==> config.mk <==
export PLATFORM = sky130hd
export DESIGN_NAME = bypass_interlock
export DESIGN_NICKNAME = d
export VERILOG_FILES = /design/src/rtl/bypass_interlock.sv
export SDC_FILE = /design/constraint.sdc
export NUM_CORES = 1
export LEC_CHECK = 0
export BUFFER_PORTS_ARGS = -buffer_cell sky130_fd_sc_hd__clkbuf_2
export CAP_MARGIN = 15
export CORE_MARGIN = 3
export CORE_UTILIZATION = 25
export DETAILED_ROUTE_END_ITERATION = 12
export HOLD_SLACK_MARGIN = 0.05
export SKIP_LAST_GASP = 1
export SLEW_MARGIN = 20
export SYNTH_ARGS = -nofsm -noshare
export SYNTH_HDL_FRONTEND = slang
export SYNTH_SLANG_ARGS = --single-unit
==> constraint.sdc <==
create_clock -name clk -period 2.45 [get_ports clk]
set_clock_uncertainty 0.1 [all_clocks]
set_input_delay 0.1225 -clock clk [delete_from_list [all_inputs] [get_ports clk]]
set_output_delay 0.1225 -clock clk [all_outputs]
set_load 0.01 [all_outputs]
==> src/rtl/bypass_interlock.sv <==
// Operand bypass and load-use interlock: tracks in-flight destinations for DEPTH
// post-decode stages, forwards the youngest ready result and stalls ID otherwise.
module bypass_interlock #(
    parameter int DATA_W     = 16,
    parameter int REG_AW     = 4,
    parameter int DEPTH      = 3,
    parameter int LOAD_STAGE = 1,
    parameter bit ZERO_REG   = 1'b0,
    parameter int CNT_W      = 16
) (
    input  logic                    clk,
    input  logic                    rst,
    input  logic                    id_valid,
    input  logic [REG_AW-1:0]       id_rd,
    input  logic                    id_wen,
    input  logic                    id_is_load,
    input  logic                    flush,
    input  logic [REG_AW-1:0]       src_s,
    input  logic [REG_AW-1:0]       src_m,
    input  logic                    use_s,
    input  logic                    use_m,
    input  logic [DATA_W-1:0]       rf_s,
    input  logic [DATA_W-1:0]       rf_m,
    input  logic [DEPTH*DATA_W-1:0] stage_data,
    output logic [DATA_W-1:0]       op_s,
    output logic [DATA_W-1:0]       op_m,
    output logic                    stall,
    output logic [CNT_W-1:0]        stall_count,
    output logic [DEPTH-1:0]        dbg_valid
);

    // Stage indices never exceed 8, so a 4-bit ready-stage field covers every legal DEPTH.
    localparam int          SW       = 4;
    localparam logic [SW-1:0] LOAD_RDY = SW'(LOAD_STAGE);

    logic [DEPTH-1:0]  r_valid;
    logic [REG_AW-1:0] r_rd  [DEPTH];
    logic [SW-1:0]     r_rdy [DEPTH];
    logic [CNT_W-1:0]  r_stall_count;

    logic [DEPTH-1:0]  w_ready;
    logic              w_push;
    logic              w_hazard [2];
    logic [DATA_W-1:0] w_op     [2];
    logic [REG_AW-1:0] w_src    [2];
    logic              w_use    [2];
    logic [DATA_W-1:0] w_rf     [2];

    assign w_src[0] = src_s;
    assign w_src[1] = src_m;
    assign w_use[0] = use_s;
    assign w_use[1] = use_m;
    assign w_rf[0]  = rf_s;
    assign w_rf[1]  = rf_m;

    for (genvar i = 0; i < DEPTH; i++) begin : g_ready
        assign w_ready[i] = (SW'(i) >= r_rdy[i]);
    end

    for (genvar g = 0; g < 2; g++) begin : g_lookup
        logic              w_hit;
        logic              w_hit_rdy;
        logic [DATA_W-1:0] w_fwd;
        logic              w_zero;

        assign w_zero = ZERO_REG && (w_src[g] == '0);

        // Scan oldest to youngest so the lowest matching stage is the one left standing.
        // NOTE: every always_comb output gets a default first, otherwise a latch is inferred.
        always_comb begin
            w_hit     = 1'b0;
            w_hit_rdy = 1'b0;
            w_fwd     = '0;
            for (int i = DEPTH - 1; i >= 0; i--) begin
                if (r_valid[i] && (r_rd[i] == w_src[g])) begin
                    w_hit     = 1'b1;
                    w_hit_rdy = w_ready[i];
                    w_fwd     = stage_data[i*DATA_W +: DATA_W];
                end
            end
        end

        always_comb begin
            w_hazard[g] = 1'b0;
            w_op[g]     = w_rf[g];
            if (w_hit && w_use[g] && !w_zero) begin
                if (w_hit_rdy) w_op[g] = w_fwd;
                else           w_hazard[g] = 1'b1;
            end
        end
    end

    assign op_s  = w_op[0];
    assign op_m  = w_op[1];
    assign stall = id_valid && !flush && (w_hazard[0] || w_hazard[1]);

    assign w_push = id_valid && id_wen && !flush && !stall
                    && !(ZERO_REG && (id_rd == '0));

    // NOTE: sequential state is written with <= so every stage samples pre-edge values.
    always_ff @(posedge clk) begin
        if (rst) begin
            r_valid <= '0;
        end else begin
            r_valid[0] <= w_push;
            for (int i = 1; i < DEPTH; i++) r_valid[i] <= r_valid[i-1];
        end
    end

    // NOTE: payload fields carry no reset; the valid bits alone decide whether they matter.
    always_ff @(posedge clk) begin
        r_rd[0]  <= id_rd;
        r_rdy[0] <= id_is_load ? LOAD_RDY : '0;
        for (int i = 1; i < DEPTH; i++) begin
            r_rd[i]  <= r_rd[i-1];
            r_rdy[i] <= r_rdy[i-1];
        end
    end

    always_ff @(posedge clk) begin
        if (rst)                              r_stall_count <= '0;
        else if (stall && !(&r_stall_count))  r_stall_count <= r_stall_count + 1'b1;
    end

    assign stall_count = r_stall_count;
    assign dbg_valid   = r_valid;

endmodule

==> results.json, run 1 <==
{
  "drive_above_1_share_pct": 47.0,
  "core_um2": 9950,
  "status": "finished, final reports clean",
  "netlist_instances": 306,
  "grt_max_degree": 27,
  "ys_seq_elements": 32,
  "drc": 0,
  "slew_violations": 0,
  "crit_chain": "xor2_2 > nor4_4 > nand2_2 > o21a_4 > o21ai_4 > clkbuf_16 > mux2_4 > buf_6",
  "clk_pin_slew_ps": 70,
  "ant_nets": 0,
  "dr.pass1.iters": 4,
  "vias": 2916,
  "fin_crit_ps": 2420,
  "rsz0062_at_grt": "yes",
  "required_ps": 2230,
  "p_leak_nw": 1.84,
  "start_util_pct": 26.3,
  "drt_wl_total_mm": 9.06,
  "hold_class": "in -> reg",
  "grt_pass1_wl_mm": 13.2,
  "n_antenna_cell": 0,
  "dpl_cell_area_um2": 3560,
  "numPortBuffers": 151,
  "dieArea_um2": 11700,
  "synth.distinct_cells": 42,
  "dp_cells": 585,
  "drt_iter0_drc": 172,
  "slew-limit-headroom_pct": 66.7,
  "cts_root_buf": "clkbuf_8",
  "layout.cells.non_filler": 605,
  "pin_count": 152,
  "hold_viol_final": 0,
  "wl_per_cell_um": 15.0,
  "critical_path_arrival_ps": 2200,
  "min_period_over_period_pct": 98.7,
  "grt.total_usage_pct": 14.0,
  "criticalPathCategory": "reg -> out",
  "dp_hpwl_mm": 7.12,
  "slowest_delay_ps": 360,
  "cts_buffer_depth": 2,
  "clk_latency_ps": 280,
  "clock.fmax_mhz": 413,
  "worst_pin_slew_ps": 499,
  "antenna_found_initial": 0,
  "ys_warn_count": 0,
  "end_kind": "output port",
  "via_per_inst": 4.82,
  "final_area_um2": 4010,
  "nets": 572,
  "fp.dieH_um": 108,
  "peakVddDrop_mv": 0.220,
  "htreeDepth": 2,
  "synth.most_common_cell": "nor2_1",
  "path_max_fanout": 6,
  "netlist_top_cells_count": "nor2_1, mux2i_1, dfxtp_1, a21oi_1, xor2_1",
  "fp-row-count": 36,
  "synth_area_um2": 2610,
  "numCtsBuffers": 5,
  "p_per_area_nw_per_um2": 336,
  "setup_viol": 0,
  "synth_edf_count": 0,
  "syn_to_final_growth_pct": 53.5,
  "die_x_um": 108,
  "syn_nets": 407,
  "cap_violations": 0,
  "cts_tree": "done",
  "cp_slowest_cell": "dfxtp_4",
  "finalSetupTns_ps": 0,
  "cts.sinks": 32,
  "synth_top_area_share_pct": 24.5,
  "synthTopCellsByArea": "dfxtp_1, mux2i_1, xor2_1",
  "final_util_pct": 40.3,
  "synth_top_area_cell": "dfxtp_1",
  "gp_congestion": 0.868,
  "grt_overflow": 0,
  "seq_area_frac_synth_pct": 24.5,
  "synth_area_per_cell_um2": 8.54,
  "grt_pass1_vias": 2826,
  "async_flop_share_pct": 0,
  "ys_dominant_reg_cell": "dfxtp_1",
  "start_kind": "flop"
}
## cell usage in the layout, fill, tap and decap left out, types with 3 or more instances in the layout
master / instances
and3_1: 6
a21o_1: 13
clkbuf_8: 5
mux2i_1: 32
clkbuf_2: 142
nor4_1: 3
nor4_4: 3
o31ai_1: 5
or4_1: 5
a21oi_1: 25
nand4_1: 4
inv_1: 8
a211oi_2: 5
nor2_1: 32
buf_6: 13
nor3_1: 4
o21ai_0: 4
a211oi_1: 7
nand3_1: 8
dlygate4sd3_1: 6
xnor2_1: 5
or3_1: 4
buf_12: 3
nand2_1: 12
nor2b_1: 4
nor2_2: 5
mux2_4: 14
buf_4: 7
xor2_1: 22
dfxtp_1: 30
## flip-flops by register name (all words and copies together) (netlist names)
register,cells
r_rd,12
dbg_valid,3
r_rdy,1
stall_count,16
## worst max-delay path: cells and delay by family, from the launching register on
family	cells	cell delay, ps
compound gates	2	350
mux	1	300
xor+xnor	1	150
buf+inv	2	330
flops	1	360
simple gates	2	410
## final timing paths
check / startpoint / end / slack, ps / depth (start not counted)
setup / recovery: r_rd[0][3] / op_m[5] / 30 / 8
hold / removal: flush / dbg_valid[0] / 140 / 3
setup reg to reg: r_rd[0][3] / stall_count[15] / 200 / 7
hold reg to reg: r_rd[0][1] / r_rd[0][5] / 290 / 0
## power breakdown
| part | switching [mW] | internal [mW] |
|---|---|---|
| sequential | 0.0142 | 0.532 |
| clock | 0.195 | 0.301 |
| combinational | 0.142 | 0.163 |
| total | 0.351 | 0.995 |
## layer usage
metal / global-route usage [%] / up-vias / wire length (um)
li1: - / 1438 / -
met1: 15.4 / 1336 / 3600
met2: 26.6 / 124 / 4510
met3: 2.93 / 18 / 675
met4: 4.60 / 0 / 271
met5: 0 / - / 0
## layout make-up
class,count,area (um2)
sequential,32,648
clock buffer,5,68.8
fill,1021,5940
multi-input combinational,251,1990
tap,133,166
clock inverter,3,42.5
timing repair buffer,173,1070
inverter,8,30.0
## through the flow
stage	setup slack [ps]	hold slack [ps]	total power [mW]
3_3_place_gp	252	128	0.824
6_report	31.5	142	1.35
5_1_grt	-77.5	156	1.41
4_1_cts	-52.7	123	1.35
3_5_place_dp	207	130	0.829
2_1_floorplan	389	50.2	0.681
## logic make-up after synthesis
kind of cell	after synthesis	share of synthesized area [%]
and+or+nand+nor	102	21.1
AOI/OAI and AO/OA	69	18.1
muxes	50	21.4
DFF	32	24.5
xor gates and xnor gates	29	9.72
buffers and inverters	23	4.69
adders and majority gates	1	0.479
## timing repair
action	4_1_cts	5_1_grt
hold buffers	6	0
cloned	1	0
setup endpoints to repair	26	34
resized for setup	13	47
pin swaps	4	3
setup buffers	4	1
endpoints found under the hold margin	6	0
Note: power is estimated with default switching activity, not from simulation.
==> run 2, diff against run 1 <==
- RECOVER_POWER: not set -> 100
==> results.json, run 2 (synthesis gave the netlist of run 1 again) <==
{
  "status": "finished, final reports clean",
  "multi_input_area_um2": 1990,
  "hold_viol_final": 0,
  "grt_pass1_wl_mm": 13.2,
  "cts_buffer_depth": 2,
  "largest_reg_flops": 16,
  "dp_cells": 585,
  "clk_pin_slew_ps": 70,
  "ant_nets": 0,
  "syn_to_final_growth_pct": 52.1,
  "final_area_um2": 3980,
  "p_per_area_nw_per_um2": 339,
  "cts_root_buf": "clkbuf_8",
  "grt_max_degree": 27,
  "fin_crit_ps": 2430,
  "finalSetupTns_ps": 0,
  "numPortBuffers": 151,
  "setup_viol": 0,
  "vias": 2929,
  "clk_latency_ps": 280,
  "cap_violations": 0,
  "fillers": 1037,
  "path_max_fanout": 16,
  "p_leak_nw": 1.76,
  "numCtsBuffers": 5,
  "min_period_over_period_pct": 99.2,
  "fp-row-count": 36,
  "drt_wl_total_mm": 9.05,
  "core_um2": 9950,
  "pin_count": 152,
  "dpl_cell_area_um2": 3560,
  "drc": 0,
  "wl_per_cell_um": 15.0,
  "criticalPathCategory": "reg -> out",
  "grt_overflow": 0,
  "dr.pass1.iters": 4,
  "htreeDepth": 2,
  "dieArea_um2": 11700,
  "die_x_um": 108,
  "whs_ps": 142,
  "final_cell_mix": "clkbuf_2, mux2i_1, nor2_1",
  "slew-limit-headroom_pct": 66.3,
  "grt.total_usage_pct": 14.0,
  "hold_class": "in -> reg",
  "nets": 572,
  "final_util_pct": 39.9,
  "dp_hpwl_mm": 7.12,
  "drt_iter0_drc": 161,
  "gp_congestion": 0.868,
  "critical_path_arrival_ps": 2210,
  "cts.sinks": 32,
  "end_kind": "output port",
  "n_antenna_cell": 0,
  "fp.dieH_um": 108,
  "layout_commonest_cell": "clkbuf_2",
  "layout.cells.non_filler": 605,
  "via_per_inst": 4.84,
  "clock.fmax_mhz": 411,
  "cts_tree": "done",
  "start_kind": "flop",
  "seq_area_um2": 648,
  "slew_violations": 0,
  "antenna_found_initial": 0,
  "start_util_pct": 26.3,
  "grt_pass1_vias": 2826,
  "rsz0062_at_grt": "yes",
  "peakVddDrop_mv": 0.220,
  "required_ps": 2230,
  "drive_above_1_share_pct": 42.2,
  "worst_pin_slew_ps": 505
}
==> run 2: cell count changes in the layout (fill, tap and decap cells not counted), sizes merged <==
cell and delta:
buf -2, clkbuf +2
==> run 2: metal layers <==
metal  up-vias  wire length [um]  track usage (%)
met3        18               720             2.93
met1      1346              3540             15.4
li1       1438                 -                -
met2       127              4520             26.6
met4         0               271             4.60
met5         -                 0                0
==> run 2: area by class of cell <==
class	count	area share [%]
multi-input cells	251	50.0
clock buffers	5	1.73
well taps	133	4.19
clock inverters	3	1.07
repair buffers	173	26.0
flip-flops and latches	32	16.3
inverters	8	0.755
==> run 2: power by group <==
group / total, mW / leakage, nW / switching (mW) / internal [mW]
combinational: 0.304 / 1.44 / 0.142 / 0.162
clock: 0.498 / 0.0541 / 0.198 / 0.301
sequential: 0.546 / 0.263 / 0.0142 / 0.532
total: 1.35 / 1.76 / 0.354 / 0.995
==> run 2: worst paths after layout <==
path                    from         endpoint  slack (ps)  depth (start not counted)
setup / recovery  r_rd[0][6]          op_s[7]          20                          8
hold / removal         flush     dbg_valid[0]         140                          3
setup reg to reg  r_rd[0][3]  stall_count[15]         170                          7
hold reg to reg   r_rd[0][1]       r_rd[0][5]         290                          0
==> run 2: through the flow <==
| stage | power, mW | setup WS [ps] |
|---|---|---|
| after floorplan | 0.681 | 389 |
| after global placement | 0.824 | 252 |
| after global routing | 1.41 | -77.5 |
| after CTS | 1.35 | -52.7 |
| final | 1.35 | 19.3 |
| after detailed placement | 0.829 | 207 |
==> run 2: repair_timing <==
action / 4_1_cts / 5_1_grt
hold buffers: 6 / 0
pin swaps: 4 / 3
gates resized for setup: 13 / 47
setup buffers: 4 / 1
hold endpoints to repair: 6 / 0
setup endpoints to repair: 26 / 34
gates cloned: 1 / 0
==> run 2: critical path, cell delays in order (launching register included) <==
cell and delay (ps):
dfxtp_1 340, xor2_1 180, nor3_2 210, and3_1 220
buf_8 210, mux2i_1 100, a211oi_1 400, a21o_1 140
clkbuf_2 130
==> run 3, diff against run 2 <==
- clock period: 2.45 -> 3.1 ns (I/O delays scaled with it)
==> results.json, run 3 (synthesis gave the netlist of run 1 again) <==
{
  "path_max_fanout": 16,
  "peakVddDrop_mv": 0.267,
  "cts_setup_buffers": 0,
  "numCtsBuffers": 5,
  "status": "finished, final reports clean",
  "clock.fmax_mhz": 357,
  "grt_pass1_wl_mm": 12.7,
  "cap_violations": 0,
  "hold_viol_final": 0,
  "swShare_pct": 25.6,
  "core_um2": 9950,
  "end_kind": "output port",
  "drive_above_1_share_pct": 29.4,
  "via_per_inst": 4.80,
  "ctsResizeCount": 0,
  "criticalPathCategory": "reg -> out",
  "min_period_over_period_pct": 90.3,
  "die_x_um": 108,
  "drc": 0,
  "combPwrFrac_pct": 20.5,
  "fp-row-count": 36,
  "cpMostUsedCell": "clkbuf_2",
  "cp_slowest_cell": "clkbuf_2",
  "dpl_cell_area_um2": 3490,
  "grt_pass1_vias": 2627,
  "fp.dieH_um": 108,
  "worst_pin_slew_ps": 663,
  "critPathBufInv": 2,
  "numPortBuffers": 151,
  "clk_latency_ps": 270,
  "slowest_delay_ps": 470,
  "n_antenna_cell": 0,
  "start_kind": "flop",
  "cts_buffer_depth": 2,
  "rsz0062_at_grt": "no",
  "start_util_pct": 26.3,
  "fin_crit_ps": 2800,
  "final_cell_mix": "clkbuf_2, nor2_1, clkbuf_1",
  "setup_viol": 0,
  "nets": 562,
  "grt.total_usage_pct": 13.6,
  "crit_chain": "xor2_1 > nor3_1 > and3_1 > clkbuf_2 > mux2i_1 > a211oi_1 > a21o_1 > clkbuf_2",
  "drt_iter0_drc": 121,
  "pwr-share-clk_pct": 37.6,
  "p_leak_nw": 1.53,
  "required_ps": 2840,
  "largest_reg_flops": 16,
  "ant_nets": 0,
  "wl_per_cell_um": 14.5,
  "layout_commonest_cell": "clkbuf_2",
  "slew-limit-headroom_pct": 55.4,
  "dr.pass1.iters": 4,
  "reg2reg_from": "r_rd[0][3]",
  "min_from": "flush",
  "cts.sinks": 32,
  "switchingPower_uw": 263,
  "grt_overflow": 0,
  "dieArea_um2": 11700,
  "critical_path_arrival_ps": 2540,
  "final_area_um2": 3570,
  "p_per_area_nw_per_um2": 289,
  "clk_pin_slew_ps": 70,
  "drt_wl_total_mm": 8.65,
  "syn_to_final_growth_pct": 36.6,
  "htreeDepth": 2,
  "vias": 2854,
  "grt_max_degree": 30,
  "p_seq_share_pct": 41.9,
  "dp_hpwl_mm": 7.01,
  "cts_tree": "done",
  "finalSetupTns_ps": 0,
  "pin_count": 152,
  "cts_root_buf": "clkbuf_8",
  "crit_family": "buffers and inverters",
  "gp_congestion": 0.829,
  "startpoint": "r_rd[0][6]",
  "antenna_found_initial": 0,
  "hold_class": "in -> reg",
  "slew_violations": 0,
  "p_int_uw": 767
}
run 3: cell count changes in the layout (fill, tap and decap cells not counted), sizes merged:
cell,delta
buf,-18
clkbuf,+9
clkinvlp,-1
run 3: worst paths after layout:
check / slack, ps / cells after the start / end
setup reg to reg: 600 / 6 / stall_count[15]
setup / recovery: 300 / 8 / op_s[7]
hold / removal: 180 / 3 / dbg_valid[0]
hold reg to reg: 290 / 0 / r_rd[0][7]
run 3: per-stage QoR:
step | setup WS (ps) | utilization (%) | power (mW) | cells | hold WS [ps]
after global routing | 95.4 | 35.9 | 1.09 | 595 | 175
final | 301 | 35.9 | 1.03 | 595 | 180
after global placement | 624 | 35.1 | 0.652 | 581 | 159
after CTS | 255 | 36.8 | 1.06 | 595 | 173
after detailed placement | 573 | 35.1 | 0.655 | 581 | 160
after floorplan | 1010 | - | 0.538 | 306 | 82.7
run 3: routing by layer:
metal | vias up | share of wire [%] | global-route usage [%]
met5 | - | 0 | 0
met4 | 0 | 2.7 | 4.69
met3 | 14 | 7.5 | 2.75
met2 | 127 | 48 | 25.2
met1 | 1288 | 41 | 15.4
li1 | 1425 | - | -
run 3: area by class of cell:
cell class / instances / area [um2]
Clock buffer: 6 / 72.6
Clock inverter: 2 / 35.0
Fill cell: 1085 / 6380
Inverter: 8 / 30.0
Multi-Input combinational cell: 251 / 1820
Sequential cell: 32 / 641
Tap cell: 133 / 166
Timing Repair Buffer: 163 / 808
run 3: worst register-to-register path, delay by kind of cell, from the launching register on:
kind,cells,cell delay (ps)
AOI/OAI and AO/OA,1,350
and+or+nand+nor,3,1040
xor gates and xnor gates,1,190
muxes,1,370
DFF,1,330
run 3: power by group through the flow:
stage	clock (mW)	sequential [mW]	combinational, mW
2_1_floorplan	0	0.438	0.100
3_3_place_gp	0	0.440	0.212
3_5_place_dp	0	0.441	0.214
4_1_cts	0.403	0.431	0.222
5_1_grt	0.423	0.432	0.231
6_report	0.387	0.431	0.211
run 3: repair_timing:
item,4_1_cts,5_1_grt
hold endpoints to repair,6,0
hold buffers,6,0
setup endpoints to repair,0,0
